--- src/rtl/memory_arbiter_if.sv ---
// -----------------------------------------------------------------------------
// memory_arbiter_if
//   Bundles the signals between the memory arbiter, its two requesters
//   (instruction fetch and data access) and the shared single-port memory.
//
//   Signal groups:
//     if_*   : instruction-fetch requester (req/addr in, gnt/valid/rdata out)
//     dm_*   : data requester (req/we/addr/wdata in, gnt/valid/rdata/err out)
//     mem_*  : shared memory port (en/we/addr/wdata out, rdata in)
//     busy   : arbiter is in a response state
//
//   Modports:
//     slave  : the arbiter's view
//     master : the environment's view (requesters and memory)
// -----------------------------------------------------------------------------
interface memory_arbiter_if #(
   parameter int ADDR_W = 12
);
   // Instruction-fetch side
   logic              if_req;
   logic [31:0]       if_addr;
   logic              if_gnt;
   logic              if_valid;
   logic [31:0]       if_rdata;

   // Data side
   logic              dm_req;
   logic              dm_we;
   logic [31:0]       dm_addr;
   logic [31:0]       dm_wdata;
   logic              dm_gnt;
   logic              dm_valid;
   logic [31:0]       dm_rdata;
   logic              dm_err;

   // Shared memory side
   logic              mem_en;
   logic              mem_we;
   logic [ADDR_W-1:0] mem_addr;
   logic [31:0]       mem_wdata;
   logic [31:0]       mem_rdata;

   logic              busy;

   modport slave (
      input  if_req, if_addr,
      input  dm_req, dm_we, dm_addr, dm_wdata,
      input  mem_rdata,
      output if_gnt, if_valid, if_rdata,
      output dm_gnt, dm_valid, dm_rdata, dm_err,
      output mem_en, mem_we, mem_addr, mem_wdata,
      output busy
   );

   modport master (
      output if_req, if_addr,
      output dm_req, dm_we, dm_addr, dm_wdata,
      output mem_rdata,
      input  if_gnt, if_valid, if_rdata,
      input  dm_gnt, dm_valid, dm_rdata, dm_err,
      input  mem_en, mem_we, mem_addr, mem_wdata,
      input  busy
   );
endinterface

--- src/rtl/memory_arbiter.sv ---
// -----------------------------------------------------------------------------
// memory_arbiter
//   Shares one single-port synchronous memory (4*2^ADDR_W bytes) between an
//   instruction-fetch port and a data port. A request is granted combinationally
//   while idle; the memory answers one cycle later, when the arbiter presents
//   the valid pulse. One access per two cycles.
//
//   Arbitration: data wins a simultaneous request unless the fetch port was
//   passed over on the previous contested grant (starve flag), which makes
//   continuous contention alternate dm, if, dm, if ...
//
//   Misaligned data accesses (dm_addr[1:0] != 0) are granted without touching
//   memory and are answered with dm_valid + dm_err.
//
//   Ports:
//     clk  : system clock, rising edge
//     rst  : synchronous, active-high reset; also masks grants and responses
//     bus  : memory_arbiter_if.slave (requesters, memory port, busy)
// -----------------------------------------------------------------------------
module memory_arbiter #(
   parameter int ADDR_W = 12
) (
   input  logic            clk,
   input  logic            rst,
   memory_arbiter_if.slave bus
);

   typedef enum logic [1:0] {
      IDLE    = 2'd0,
      IF_RESP = 2'd1,
      DM_RESP = 2'd2,
      DM_ERR  = 2'd3
   } state_e;

   state_e state_q, state_d;
   logic   starve_q, starve_d;    // fetch lost the last contested grant
   logic   dm_load_q, dm_load_d;  // in-flight data access is a load

   logic   grant_if;
   logic   grant_dm;
   logic   dm_aligned;
   logic   dm_mem;                // data grant that actually reaches memory

   // Address bits the word-addressed memory never sees.
   logic   unused_addr_bits;
   assign unused_addr_bits = ^{bus.if_addr[31:ADDR_W+2], bus.if_addr[1:0],
                               bus.dm_addr[31:ADDR_W+2]};

   assign dm_aligned = (bus.dm_addr[1:0] == 2'b00);

   // Grant decision: only from IDLE, never while reset is asserted.
   always_comb begin
      // NOTE: every signal written here gets a default first, so no path can
      // leave it unassigned and infer a latch.
      grant_if = 1'b0;
      grant_dm = 1'b0;
      if (!rst && (state_q == IDLE)) begin
         if (bus.dm_req && !(bus.if_req && starve_q)) begin
            grant_dm = 1'b1;
         end else if (bus.if_req) begin
            grant_if = 1'b1;
         end
      end
   end

   assign dm_mem = grant_dm & dm_aligned;

   // Next state: every response state lasts exactly one cycle.
   always_comb begin
      state_d   = IDLE;
      starve_d  = starve_q;
      dm_load_d = dm_load_q;
      if (grant_if) begin
         state_d  = IF_RESP;
         starve_d = 1'b0;
      end else if (grant_dm) begin
         state_d   = dm_aligned ? DM_RESP : DM_ERR;
         dm_load_d = ~bus.dm_we;
         if (bus.if_req) begin
            starve_d = 1'b1;
         end
      end
   end

   always_ff @(posedge clk) begin
      // NOTE: registers use non-blocking assignments so every flop samples
      // the pre-edge values regardless of statement order.
      if (rst) begin
         state_q   <= IDLE;
         starve_q  <= 1'b0;
         dm_load_q <= 1'b0;
      end else begin
         state_q   <= state_d;
         starve_q  <= starve_d;
         dm_load_q <= dm_load_d;
      end
   end

   // Request side outputs
   assign bus.if_gnt   = grant_if;
   assign bus.dm_gnt   = grant_dm;

   // Memory port: quiet (all zero) unless an access is issued this cycle.
   assign bus.mem_en    = grant_if | dm_mem;
   assign bus.mem_we    = dm_mem & bus.dm_we;
   assign bus.mem_addr  = grant_if ? bus.if_addr[ADDR_W+1:2] :
                          dm_mem   ? bus.dm_addr[ADDR_W+1:2] : '0;
   assign bus.mem_wdata = dm_mem ? bus.dm_wdata : 32'h0;

   // Responses are suppressed while reset is asserted so an interrupted
   // access never produces a valid pulse; read data is zero without valid.
   assign bus.if_valid = !rst && (state_q == IF_RESP);
   assign bus.dm_valid = !rst && ((state_q == DM_RESP) || (state_q == DM_ERR));
   assign bus.dm_err   = !rst && (state_q == DM_ERR);
   assign bus.if_rdata = bus.if_valid ? bus.mem_rdata : 32'h0;
   assign bus.dm_rdata = (!rst && (state_q == DM_RESP) && dm_load_q) ?
                         bus.mem_rdata : 32'h0;

   assign bus.busy = (state_q != IDLE);

endmodule

--- src/flat_wrapper.sv ---
// flat-port wrapper written by rule: the top's interface ports become plain ports
module memory_arbiter_flat 
#(
   parameter int ADDR_W = 12
)
  (clk, rst, bus_if_req, bus_if_addr, bus_dm_req, bus_dm_we, bus_dm_addr, bus_dm_wdata, bus_mem_rdata, bus_if_gnt, bus_if_valid, bus_if_rdata, bus_dm_gnt, bus_dm_valid, bus_dm_rdata, bus_dm_err, bus_mem_en, bus_mem_we, bus_mem_addr, bus_mem_wdata, bus_busy);
  memory_arbiter_if #(.ADDR_W(ADDR_W)) bus_i ();
  input  logic clk;
  input  logic rst;
  input wire logic [$bits(bus_i.if_req)-1:0] bus_if_req;
  input wire logic [$bits(bus_i.if_addr)-1:0] bus_if_addr;
  input wire logic [$bits(bus_i.dm_req)-1:0] bus_dm_req;
  input wire logic [$bits(bus_i.dm_we)-1:0] bus_dm_we;
  input wire logic [$bits(bus_i.dm_addr)-1:0] bus_dm_addr;
  input wire logic [$bits(bus_i.dm_wdata)-1:0] bus_dm_wdata;
  input wire logic [$bits(bus_i.mem_rdata)-1:0] bus_mem_rdata;
  output wire logic [$bits(bus_i.if_gnt)-1:0] bus_if_gnt;
  output wire logic [$bits(bus_i.if_valid)-1:0] bus_if_valid;
  output wire logic [$bits(bus_i.if_rdata)-1:0] bus_if_rdata;
  output wire logic [$bits(bus_i.dm_gnt)-1:0] bus_dm_gnt;
  output wire logic [$bits(bus_i.dm_valid)-1:0] bus_dm_valid;
  output wire logic [$bits(bus_i.dm_rdata)-1:0] bus_dm_rdata;
  output wire logic [$bits(bus_i.dm_err)-1:0] bus_dm_err;
  output wire logic [$bits(bus_i.mem_en)-1:0] bus_mem_en;
  output wire logic [$bits(bus_i.mem_we)-1:0] bus_mem_we;
  output wire logic [$bits(bus_i.mem_addr)-1:0] bus_mem_addr;
  output wire logic [$bits(bus_i.mem_wdata)-1:0] bus_mem_wdata;
  output wire logic [$bits(bus_i.busy)-1:0] bus_busy;
  assign bus_i.if_req = bus_if_req;
  assign bus_i.if_addr = bus_if_addr;
  assign bus_i.dm_req = bus_dm_req;
  assign bus_i.dm_we = bus_dm_we;
  assign bus_i.dm_addr = bus_dm_addr;
  assign bus_i.dm_wdata = bus_dm_wdata;
  assign bus_i.mem_rdata = bus_mem_rdata;
  assign bus_if_gnt = bus_i.if_gnt;
  assign bus_if_valid = bus_i.if_valid;
  assign bus_if_rdata = bus_i.if_rdata;
  assign bus_dm_gnt = bus_i.dm_gnt;
  assign bus_dm_valid = bus_i.dm_valid;
  assign bus_dm_rdata = bus_i.dm_rdata;
  assign bus_dm_err = bus_i.dm_err;
  assign bus_mem_en = bus_i.mem_en;
  assign bus_mem_we = bus_i.mem_we;
  assign bus_mem_addr = bus_i.mem_addr;
  assign bus_mem_wdata = bus_i.mem_wdata;
  assign bus_busy = bus_i.busy;
  memory_arbiter #(.ADDR_W(ADDR_W)) u_core (.clk(clk), .rst(rst), .bus(bus_i));
endmodule
--- config.mk ---
export PLATFORM = sky130hd
export DESIGN_NAME = memory_arbiter_flat
export DESIGN_NICKNAME = d
export VERILOG_FILES = /design/src/rtl/memory_arbiter_if.sv /design/src/rtl/memory_arbiter.sv /design/src/flat_wrapper.sv
export SDC_FILE = /design/constraint.sdc
export NUM_CORES = 1
export LEC_CHECK = 0
export ABC_CLOCK_PERIOD_IN_PS = 3550
export BUFFER_PORTS_ARGS = -buffer_cell sky130_fd_sc_hd__buf_2
export CORE_AREA = 2 2 97 99
export DETAILED_ROUTE_END_ITERATION = 12
export DIE_AREA = 0 0 99 101
export SLEW_MARGIN = 10
export SYNTH_ARGS = -nofsm -noshare
export SYNTH_HDL_FRONTEND = slang
export SYNTH_SLANG_ARGS = --single-unit
export TNS_END_PERCENT = 1
--- constraint.sdc ---
create_clock -name clk -period 3.55 [get_ports clk]
set_clock_uncertainty 0.1 [all_clocks]
set_input_delay 1.065 -clock clk [delete_from_list [all_inputs] [get_ports clk]]
set_output_delay 1.065 -clock clk [all_outputs]
set_load 0.005 [all_outputs]
Word level (Yosys, flattened, before mapping). Cells that the tools add are included.

Equality and inequality tests: 3. Mux-type cells: 13. Reduce and logical (&&, ||, !) cells: 18. Bitwise operators: 6.

Operator list (number): $mux W32 (3); $mux W12 (2); $logic_and A1 B1 Y1 (8); $mux W1 (8); $eq A2 B2 Y1 const B (2); $logic_not A2 Y1 (2); $reduce_and A2 Y1 (2); $not A1 Y1 (3); $reduce_or A3 Y1 (1); $and A1 B1 Y1 (2); $eq A2 B1 Y1 const B (1); $logic_not A1 Y1 (2); $reduce_bool A2 Y1 (1); $reduce_or A2 Y1 (1); $logic_or A1 B1 Y1 (1); $or A1 B1 Y1 (1).

Bits of input ports: 133. Flip-flop bits (word level): 4. Output and inout bits: 116. Logic and storage cells: 44.

Logic depth before layout (Yosys ltp). Gate-level depths: netlist of the first run.

Depth after elaboration: 8. Gate-level depth with buffers: 5.

Least setup slack after synthesis of the first run. Ideal clock, no wire load.

Kind: input to output. Start point: input bus_dm_addr[1]. End point: output bus_mem_wdata[10]. Data arrival time: 2.176 ns. Buffers on the path: 1. Cell stages on the path: 4. Slack: 0.209 ns. Required time: 2.385 ns. Path through: or2_2 nor4b_4 clkbuf_2 and2_1.

Word-level cells in the longest chain between the ends: 3.

Ends and longest elaborated chain: start: declaration (line flat_wrapper.sv:14) `input wire logic [$bits(bus_i.dm_addr)-1:0] bus_dm_addr;`; $logic_not A2 Y1 (line memory_arbiter.sv:49) `assign dm_aligned = (bus.dm_addr[1:0] == 2'b00);`; $and A1 B1 Y1 (line memory_arbiter.sv:66) `assign dm_mem = grant_dm & dm_aligned;`; $mux W32 (line memory_arbiter.sv:108) `assign bus.mem_wdata = dm_mem ? bus.dm_wdata : 32'h0;`; end: declaration (line flat_wrapper.sv:27) `output wire logic [$bits(bus_i.mem_wdata)-1:0] bus_mem_wdata;`.

No other way between the ends.

Final worst setup path of the first run.
Start point: input bus_dm_addr[1]. End point: output bus_mem_addr[8].

Word-level cells in the longest chain between the ends: 4.

Ends and longest elaborated chain: $logic_not A2 Y1 (line memory_arbiter.sv:49); $and A1 B1 Y1 (line memory_arbiter.sv:66); $mux W12 (line memory_arbiter.sv:107) `dm_mem ? bus.dm_addr[ADDR_W+1:2] : '0;`; $mux W12 (line memory_arbiter.sv:106) `assign bus.mem_addr = grant_if ? bus.if_addr[ADDR_W+1:2] :`; end: declaration (line flat_wrapper.sv:26) `output wire logic [$bits(bus_i.mem_addr)-1:0] bus_mem_addr;`.

No other way between the ends.

==> flow_summary_export.csv, run 1 <==
group,metric,value,unit
detailed_routing,vias,1746,
cts,cts_tree,"built",
timing,hold_slack,0.456,ns
timing,tns,0,ns
synth,yosysUniqueCellTypes,23,
die,die_y,101,µm
power,p_sw_frac,0.300,
detailed_routing,routed_wirelength,4.92,mm
cts,clkTransAtPathRegs,0.03,ns
power,total_leakage_power,1.51,nW
synth,synth-seq-cells,4,
detailed_routing,antenna_left,0,
power,p_clk_frac,0.325,
die,io_pins,249,
grt,grt_first_pass_wirelength,6.87,mm
worst_hold_path,hp-class,"flip-flop to flip-flop",
grt,antenna_found_initial,0,
critical_path,critPathCaptureType,"primary output",
timing,slew_headroom,0.838,
critical_path,crit_top_cell,"buf_2",
detailed_routing,drtIter0Drc,56,
critical_path,path_buf_inv,3,
synth,synth.area.top_cells,"and2_1 (60%), a22o_1 (10%), dfxtp_1 (7.9%)",
power,power_frac_comb,0.493,
job,drv_cap,0,
detailed_routing,wire_per_inst,10.5,µm
placement,portBuffers,210,
critical_path,worstSetupStartpointType,"input port",
critical_path,critPathMaxStageDelay,0.35,ns
cts,clkLatencyLatePin,0.22,ns
cts,hold_buffers,0,
synth,synth_top_area_share,0.601,
synth,synth-seq-area-share,0.0793,
timing,period_minus_slack,3.53,ns
die,fp-row-count,35,
critical_path,arrival,2.36,ns
timing,hold_viol_final,0,
critical_path,cp_max_fo,21,
synth,postSynthCellCount,148,
synth,yosysMostFrequentCell,"and2_1",
grt,track_usage,0.0846,
cts,post_cts_resized,0,
synth,synth_area,0.00101,mm²
power,sequentialPowerShare,0.181,
synth,synth_top_cell_by_area,"and2_1",
power,power_density,132,mW/mm²
grt,grt_max_degree,34,
cts,cts_root_buf,"clkbuf_8",
grt,globalRouteOverflowTotal,0,
critical_path,crit_chain,"buf_2, or2_2, nor4b_4, buf_4, a22o_1, buf_2",
synth,yosys-top-cells-count,"and2_1 (97), a22o_1 (12), clkbuf_1 (7), dfxtp_1 (4)",
power,irDropWorstVdd,70.0,µV
timing,slew_violations,0,
synth,synth_edf_count,0,
cells_and_area,multi_input_area,882,µm²
critical_path,crit_required,2.38,ns
status,status,"finished, final reports clean",
detailed_routing,drc,0,
cts,htreeDepth,1,
die,initial_core_util,0.112,
cells_and_area,nFillCells,1004,
synth,yosysWarnings,0,
power,intPower,0.209,mW
synth,ys_async_sr_fraction,0,
timing,period_share,0.994,
placement,place_congestion,0.712,
critical_path,cp_top_family,"simple AND/OR/NAND/NOR gates",
synth,avgSynthCellArea,6.82,µm²
placement,hpwl,4.27,mm
cts,cts_buffer_depth,2,
synth,syn-num-nets,281,
die,fp.coreArea,0.00898,mm²
timing,final-setup-viol-count,0,
detailed_routing,avgViaCountPerCell,3.74,
cts,numClockSinks,4,
cells_and_area,syn_to_final_growth,123,%
power,p_sw,0.0895,mW
timing,rsz0062_at_grt,"true",
cts,cts_setup_buffers,0,
cells_and_area,regArea,80.1,µm²
timing,max_freq,0.283,GHz
detailed_routing,dr.pass1.iters,4,
synth,synth_flop_cell,"dfxtp_1",
grt,grt_pass1_vias,1468,
cells_and_area,num_antenna_cells,0,
die,die-width,99,µm
critical_path,crit_type,"input port to primary output",
cts,cts_made_buffers,3,
die,dieArea,0.0100,mm²
critical_path,crit_path_top_delay_cell,"or2_2",
cells_and_area,drive_above_1_share,0.638,
cells_and_area,num-nets-final,491,
timing,worst_slew_pin_slew,0.243,ns
## cells in the final DEF, fill, tap and decap left out, drive strengths merged
cell,count
buf,217
and2,97
a22o,12
dfxtp,4
and3,3
clkbuf,3
or2,3
nand2b,2
nand2,2
nor3,2
nor3b,2
nor4b,1
nor2b,1
and3b,1
a31oi,1
a211oi,1
a21o,1
inv,1
mux2,1
nor2,1
## tightest hold or removal path, stage by stage (launching register included)
cell      delay, ns
dfxtp_1        0.30
a31oi_1        0.14
a211oi_1       0.06
## logic make-up after synthesis
| group | count (synthesis) | synth area share |
|---|---|---|
| AND/OR/NAND/NOR | 115 | 0.727 |
| AO/OA/AOI/OAI | 15 | 0.125 |
| buffers and inverters | 13 | 0.0570 |
| flip-flops | 4 | 0.0793 |
| multiplexers | 1 | 0.0112 |
## through the flow
stage | setup slack (ns) | power (mW) | utilization | instances | instance area, µm²
after detailed placement | 0.0133 | 0.203 | 0.246 | 464 | 2210
final | 0.0223 | 0.298 | 0.251 | 467 | 2250
after global routing | -0.0214 | 0.323 | 0.251 | 467 | 2250
after floorplan | 0.209 | 0.107 | - | 148 | 1010
after CTS | 0.0165 | 0.301 | 0.251 | 467 | 2250
after global placement | 0.0187 | 0.200 | 0.246 | 464 | 2210
## power groups by stage
stage                     logic, mW  clock network (mW)  registers [mW]
after floorplan              0.0545                   0          0.0529
after global placement        0.145                   0          0.0544
after detailed placement      0.148                   0          0.0545
after CTS                     0.149              0.0986          0.0540
after global routing          0.163               0.104          0.0554
final                         0.147              0.0970          0.0540
## final cells by class
| class | count | area share |
|---|---|---|
| clock buffer | 3 | 0.0184 |
| inverter | 1 | 0.00167 |
| multi-input combinational | 131 | 0.392 |
| sequential | 4 | 0.0356 |
| tap | 111 | 0.0617 |
| timing repair buffer | 217 | 0.491 |
## registers in the layout, indices dropped and copies added, names as in the netlist
register / flops
u_core.state_q: 2
u_core.dm_load_q: 1
u_core.starve_q: 1
## worst paths after layout
path | startpoint | to | slack, ns | depth (start not counted)
setup / recovery | bus_dm_addr[1] | bus_mem_addr[8] | 0.02 | 6
hold / removal | u_core.dm_load_q | u_core.dm_load_q | 0.46 | 2
setup reg to reg | u_core.state_q[1] | u_core.dm_load_q | 2.26 | 4
hold reg to reg | u_core.dm_load_q | u_core.dm_load_q | 0.46 | 2
## metal layers
metal,track usage,vias up,wire length [µm],part of all wire
met4,0.00948,0,8,0.0016
li1,-,892,-,-
met5,0,-,0,0
met3,0.0284,2,505,0.10
met1,0.0978,752,1830,0.37
met2,0.156,100,2570,0.52
No activity file was read; power rests on OpenSTA's default activity.
==> run 2: changes to the inputs <==
--- a/config.mk
+++ b/config.mk
@@ -5,11 +5,11 @@
 export SDC_FILE = /design/constraint.sdc
 export NUM_CORES = 1
 export LEC_CHECK = 0
-export ABC_CLOCK_PERIOD_IN_PS = 3550
-export BUFFER_PORTS_ARGS = -buffer_cell sky130_fd_sc_hd__buf_2
-export CORE_AREA = 2 2 97 99
+export ABC_CLOCK_PERIOD_IN_PS = 3900
+export CORE_AREA = 2 2 98 100
 export DETAILED_ROUTE_END_ITERATION = 12
-export DIE_AREA = 0 0 99 101
+export DIE_AREA = 0 0 100 102
+export DONT_BUFFER_PORTS = 1
 export SLEW_MARGIN = 10
 export SYNTH_ARGS = -nofsm -noshare
 export SYNTH_HDL_FRONTEND = slang
==> constraint.sdc (replaced) <==
create_clock -name clk -period 3.9 [get_ports clk]
set_clock_uncertainty 0.1 [all_clocks]
set_input_delay 1.17 -clock clk [delete_from_list [all_inputs] [get_ports clk]]
set_output_delay 1.17 -clock clk [all_outputs]
set_load 0.005 [all_outputs]
==> flow_summary_export.csv, run 2 (synthesis results as in run 1) <==
group,metric,value,unit
critical_path,critPathCaptureType,"primary output",
critical_path,worstSetupStartpointType,"input port",
grt,grt_first_pass_wirelength,5.00,mm
die,initial_core_util,0.111,
timing,final-setup-viol-count,0,
worst_hold_path,hp-class,"flip-flop to flip-flop",
cts,cts_buffer_depth,2,
detailed_routing,dr.pass1.iters,4,
placement,hpwl,3.48,mm
cts,cts_root_buf,"clkbuf_8",
cts,clkLatencyLatePin,0.21,ns
cts,hold_buffers,0,
grt,antenna_found_initial,0,
die,io_pins,249,
detailed_routing,antenna_left,0,
cells_and_area,largest-register,"u_core.state_q",
cts,post_cts_resized,0,
cts,clkTransAtPathRegs,0.03,ns
placement,dp_cells,252,
cells_and_area,final_common_cell,"and2_1",
job,drv_cap,0,
timing,period_minus_slack,3.51,ns
cts,htreeDepth,1,
cells_and_area,mostFrequentLayoutCells,"and2_1 (97), a22o_1 (12), buf_4 (4), dfxtp_1 (4)",
placement,place_congestion,0.798,
grt,track_usage,0.0650,
detailed_routing,drc,0,
die,die-width,100,µm
cells_and_area,finalNonFillerCells,255,
cells_and_area,utilization,0.131,
cts,cts_tree,"built",
grt,globalRouteOverflowTotal,0,
critical_path,cp_max_fo,46,
detailed_routing,vias,1066,
cells_and_area,largest_reg_flops,2,
critical_path,arrival,2.24,ns
timing,worst_slew_pin_slew,0.372,ns
timing,hold_viol_final,0,
timing,setup_ws,0.395,ns
timing,slew_headroom,0.750,
timing,slew_violations,0,
power,irDropWorstVdd,68.4,µV
status,status,"finished, final reports clean",
power,power.total,0.197,mW
power,power_density,164,mW/mm²
timing,period_share,0.899,
detailed_routing,avgViaCountPerCell,4.18,
die,fp.coreArea,0.00911,mm²
critical_path,crit_required,2.63,ns
cts,numClockSinks,4,
timing,max_freq,0.285,GHz
cts,cts_made_buffers,3,
critical_path,crit_type,"input port to primary output",
die,die_y,102,µm
cts,cts_setup_buffers,0,
detailed_routing,drtIter0Drc,42,
die,dieArea,0.0102,mm²
cells_and_area,num-nets-final,279,
timing,rsz0062_at_grt,"false",
cells_and_area,num_antenna_cells,0,
detailed_routing,wire_per_inst,16.4,µm
grt,grt_pass1_vias,934,
grt,grt_max_degree,47,
power,total_leakage_power,0.496,nW
detailed_routing,routed_wirelength,4.18,mm
timing,tns,0,ns
cells_and_area,syn_to_final_growth,18.5,%
placement,portBuffers,0,
cells_and_area,top_regs,"u_core.state_q (2), u_core.dm_load_q (1), u_core.starve_q (1)",
die,fp-row-count,35,
placement,place_ws,0.395,ns
cells_and_area,drive_above_1_share,0.104,
[run 2: power breakdown]
part	internal (mW)	total, mW	leakage, nW	switching, mW
combinational	0.0282	0.0614	0.442	0.0333
sequential	0.0449	0.0495	0.0330	0.00469
clock	0.0657	0.0857	0.0216	0.0200
total	0.139	0.197	0.496	0.0580
[run 2: worst paths after layout]
| path | from | slack, ns | end | cells past startpoint |
|---|---|---|---|---|
| min | u_core.dm_load_q | 0.47 | u_core.dm_load_q | 2 |
| max reg2reg | u_core.state_q[1] | 2.46 | u_core.state_q[0] | 4 |
| max | bus_dm_addr[1] | 0.39 | bus_mem_addr[11] | 4 |
| min reg2reg | u_core.dm_load_q | 0.47 | u_core.dm_load_q | 2 |
[run 2: final cells by class]
class,instances,area (µm²)
inverters,1,3.75
multi-input cells,131,882
fillers,1025,7910
clock buffers,3,41.3
repair buffers,5,50.0
flip-flops and latches,4,80.1
well taps,111,139
[run 2: routing by layer]
metal | wire, µm | vias up | share of wire | GRT usage
met3 | 399 | 0 | 0.096 | 0.0260
met5 | 0 | - | 0 | 0
li1 | - | 464 | - | -
met2 | 2290 | 96 | 0.55 | 0.126
met4 | 0 | 0 | 0 | 0.00948
met1 | 1490 | 506 | 0.36 | 0.0672
[run 2: critical path: stages]
cell     delay, ns
or2_2         0.32
nor4b_4       0.31
buf_12        0.22
a22o_1        0.21
[run 2: stage by stage]
| stage | area [µm²] | hold slack (ns) |
|---|---|---|
| after global placement | 1150 | 0.439 |
| after CTS | 1200 | 0.479 |
| after detailed placement | 1150 | 0.469 |
| after global routing | 1200 | 0.511 |
| final | 1200 | 0.472 |
| after floorplan | 1010 | 0.413 |
==> run 3: changes to the inputs <==
--- a/config.mk
+++ b/config.mk
@@ -6,9 +6,9 @@
 export NUM_CORES = 1
 export LEC_CHECK = 0
 export ABC_CLOCK_PERIOD_IN_PS = 3900
-export CORE_AREA = 2 2 98 100
+export CORE_AREA = 2 2 96 98
 export DETAILED_ROUTE_END_ITERATION = 12
-export DIE_AREA = 0 0 100 102
+export DIE_AREA = 0 0 98 100
 export DONT_BUFFER_PORTS = 1
 export SLEW_MARGIN = 10
 export SYNTH_ARGS = -nofsm -noshare
==> flow_summary_export.csv, run 3 (synthesis results as in run 1) <==
group,metric,value,unit
status,status,"finished, final reports clean",
die,io_pins,249,
die,die-width,98,µm
cells_and_area,multi_input_area,882,µm²
placement,hpwl,3.58,mm
grt,top_usage_layer,"met2",
cts,clkLatencyLatePin,0.22,ns
critical_path,critPathCapture,"bus_mem_addr[2]",
grt,gr-usage-met2,0.128,
cts,cts_root_buf,"clkbuf_8",
power,intPower,0.138,mW
grt,grt_util_met3,0.0125,
die,die_y,100,µm
worst_hold_path,hp-start,"u_core.starve_q",
power,total_leakage_power,0.494,nW
grt,antenna_found_initial,0,
cts,clkTransAtPathRegs,0.03,ns
detailed_routing,antenna_left,0,
cts,cts_setup_buffers,0,
timing,rsz0062_at_grt,"false",
critical_path,regToRegEndpoint,"u_core.state_q[0]",
power,power_density,165,mW/mm²
critical_path,crit_required,2.63,ns
grt,grt_max_degree,34,
cells_and_area,largest-register,"u_core.state_q",
critical_path,worstSetupStartpointType,"input port",
cells_and_area,largest_reg_flops,2,
detailed_routing,drtIter0Drc,28,
detailed_routing,wire_per_inst,15.8,µm
critical_path,crit_type,"input port to primary output",
placement,portBuffers,0,
power,p_clk_frac,0.447,
grt,globalRouteOverflowTotal,0,
cells_and_area,final_common_cell,"and2_1",
cts,numClockSinks,4,
critical_path,crit_start,"bus_dm_addr[1]",
cts,htreeDepth,1,
cells_and_area,mostFrequentLayoutCells,"and2_1 (97), a22o_1 (12), buf_4 (5)",
timing,hold_viol_final,0,
die,dieArea,0.00980,mm²
critical_path,critPathCaptureType,"primary output",
power,p_sw_frac,0.295,
die,fp.coreArea,0.00889,mm²
critical_path,arrival,2.28,ns
cells_and_area,syn_to_final_growth,17.2,%
cts,hold_buffers,0,
timing,worst_slew_pin_slew,0.320,ns
grt,grt_pass1_vias,857,
cells_and_area,drive_above_1_share,0.104,
timing,slew_violations,0,
power,power_frac_comb,0.302,
detailed_routing,routed_wirelength,4.02,mm
grt,grt_use_met1,0.0628,
detailed_routing,vias,1083,
detailed_routing,avgViaCountPerCell,4.25,
power,sequentialPowerShare,0.251,
detailed_routing,dr.pass1.iters,4,
placement,place_congestion,0.733,
cells_and_area,num-nets-final,279,
power,p_sw,0.0575,mW
timing,period_minus_slack,3.55,ns
cts,cts_buffer_depth,2,
critical_path,cp_max_fo,25,
critical_path,r2r_start,"u_core.state_q[1]",
grt,track_usage,0.0655,
timing,period_share,0.911,
cts,post_cts_resized,0,
timing,slew_headroom,0.785,
cells_and_area,num_antenna_cells,0,
cts,cts_tree,"built",
worst_hold_path,hp-class,"flip-flop to flip-flop",
die,fp-row-count,35,
job,drv_cap,0,
die,initial_core_util,0.114,
timing,final-setup-viol-count,0,
critical_path,rrSetupSlack,2.38,ns
power,irDropWorstVdd,54.8,µV
grt,grt_first_pass_wirelength,4.75,mm
cells_and_area,top_regs,"u_core.state_q (2), u_core.dm_load_q (1), u_core.starve_q (1)",
timing,tns,0,ns
cells_and_area,utilization,0.133,
cells_and_area,regArea,80.1,µm²
cells_and_area,nFillCells,1009,
timing,max_freq,0.281,GHz
cts,cts_made_buffers,3,
detailed_routing,drc,0,
critical_path,r2r_cells,4,
run 3: layout make-up:
cell class | instances | share of cell area
Clock buffer | 3 | 0.0349
Sequential cell | 4 | 0.0677
Multi-Input combinational cell | 131 | 0.745
Tap cell | 111 | 0.117
Timing Repair Buffer | 5 | 0.0317
Inverter | 1 | 0.00317
run 3: how the worst min path moves through the flow:
stage / end / slack, ns / depth (start not counted)
3_3_place_gp: u_core.dm_load_q / 0.44 / 2
6_report: u_core.starve_q / 0.45 / 3
5_1_grt: u_core.starve_q / 0.48 / 3
2_1_floorplan: u_core.dm_load_q / 0.41 / 2
3_5_place_dp: u_core.dm_load_q / 0.45 / 2
4_1_cts: u_core.dm_load_q / 0.46 / 2
run 3: per-stage QoR:
| stage | cells | hold slack (ns) | total power, mW | instance area (µm²) | setup slack, ns |
|---|---|---|---|---|---|
| global placement | 252 | 0.437 | 0.109 | 1140 | 0.344 |
| detailed placement | 252 | 0.451 | 0.110 | 1140 | 0.331 |
| finish | 255 | 0.453 | 0.195 | 1180 | 0.347 |
| global route | 255 | 0.484 | 0.208 | 1180 | 0.301 |
| floorplan | 148 | 0.413 | 0.0977 | 1010 | 0.349 |
| CTS | 255 | 0.458 | 0.199 | 1180 | 0.335 |
run 3: critical path, stage by stage:
cell     delay, ns
or2_2         0.33
nor4b_4       0.29
buf_4         0.26
a22o_1        0.23
run 3: power by group through the flow:
stage                     registers [mW]  logic (mW)  clock network (mW)
after global routing              0.0496      0.0646              0.0941
final                             0.0491      0.0589              0.0873
after global placement            0.0492      0.0596                   0
after detailed placement          0.0497      0.0600                   0
after CTS                         0.0492      0.0603              0.0899
after floorplan                   0.0481      0.0496                   0
run 3: metal layers:
metal | vias to the layer above | wire (µm) | share of wire
li1 | 464 | - | -
met1 | 509 | 1330 | 0.33
met2 | 104 | 2220 | 0.55
met3 | 6 | 368 | 0.091
met4 | 0 | 108 | 0.027
met5 | - | 0 | 0
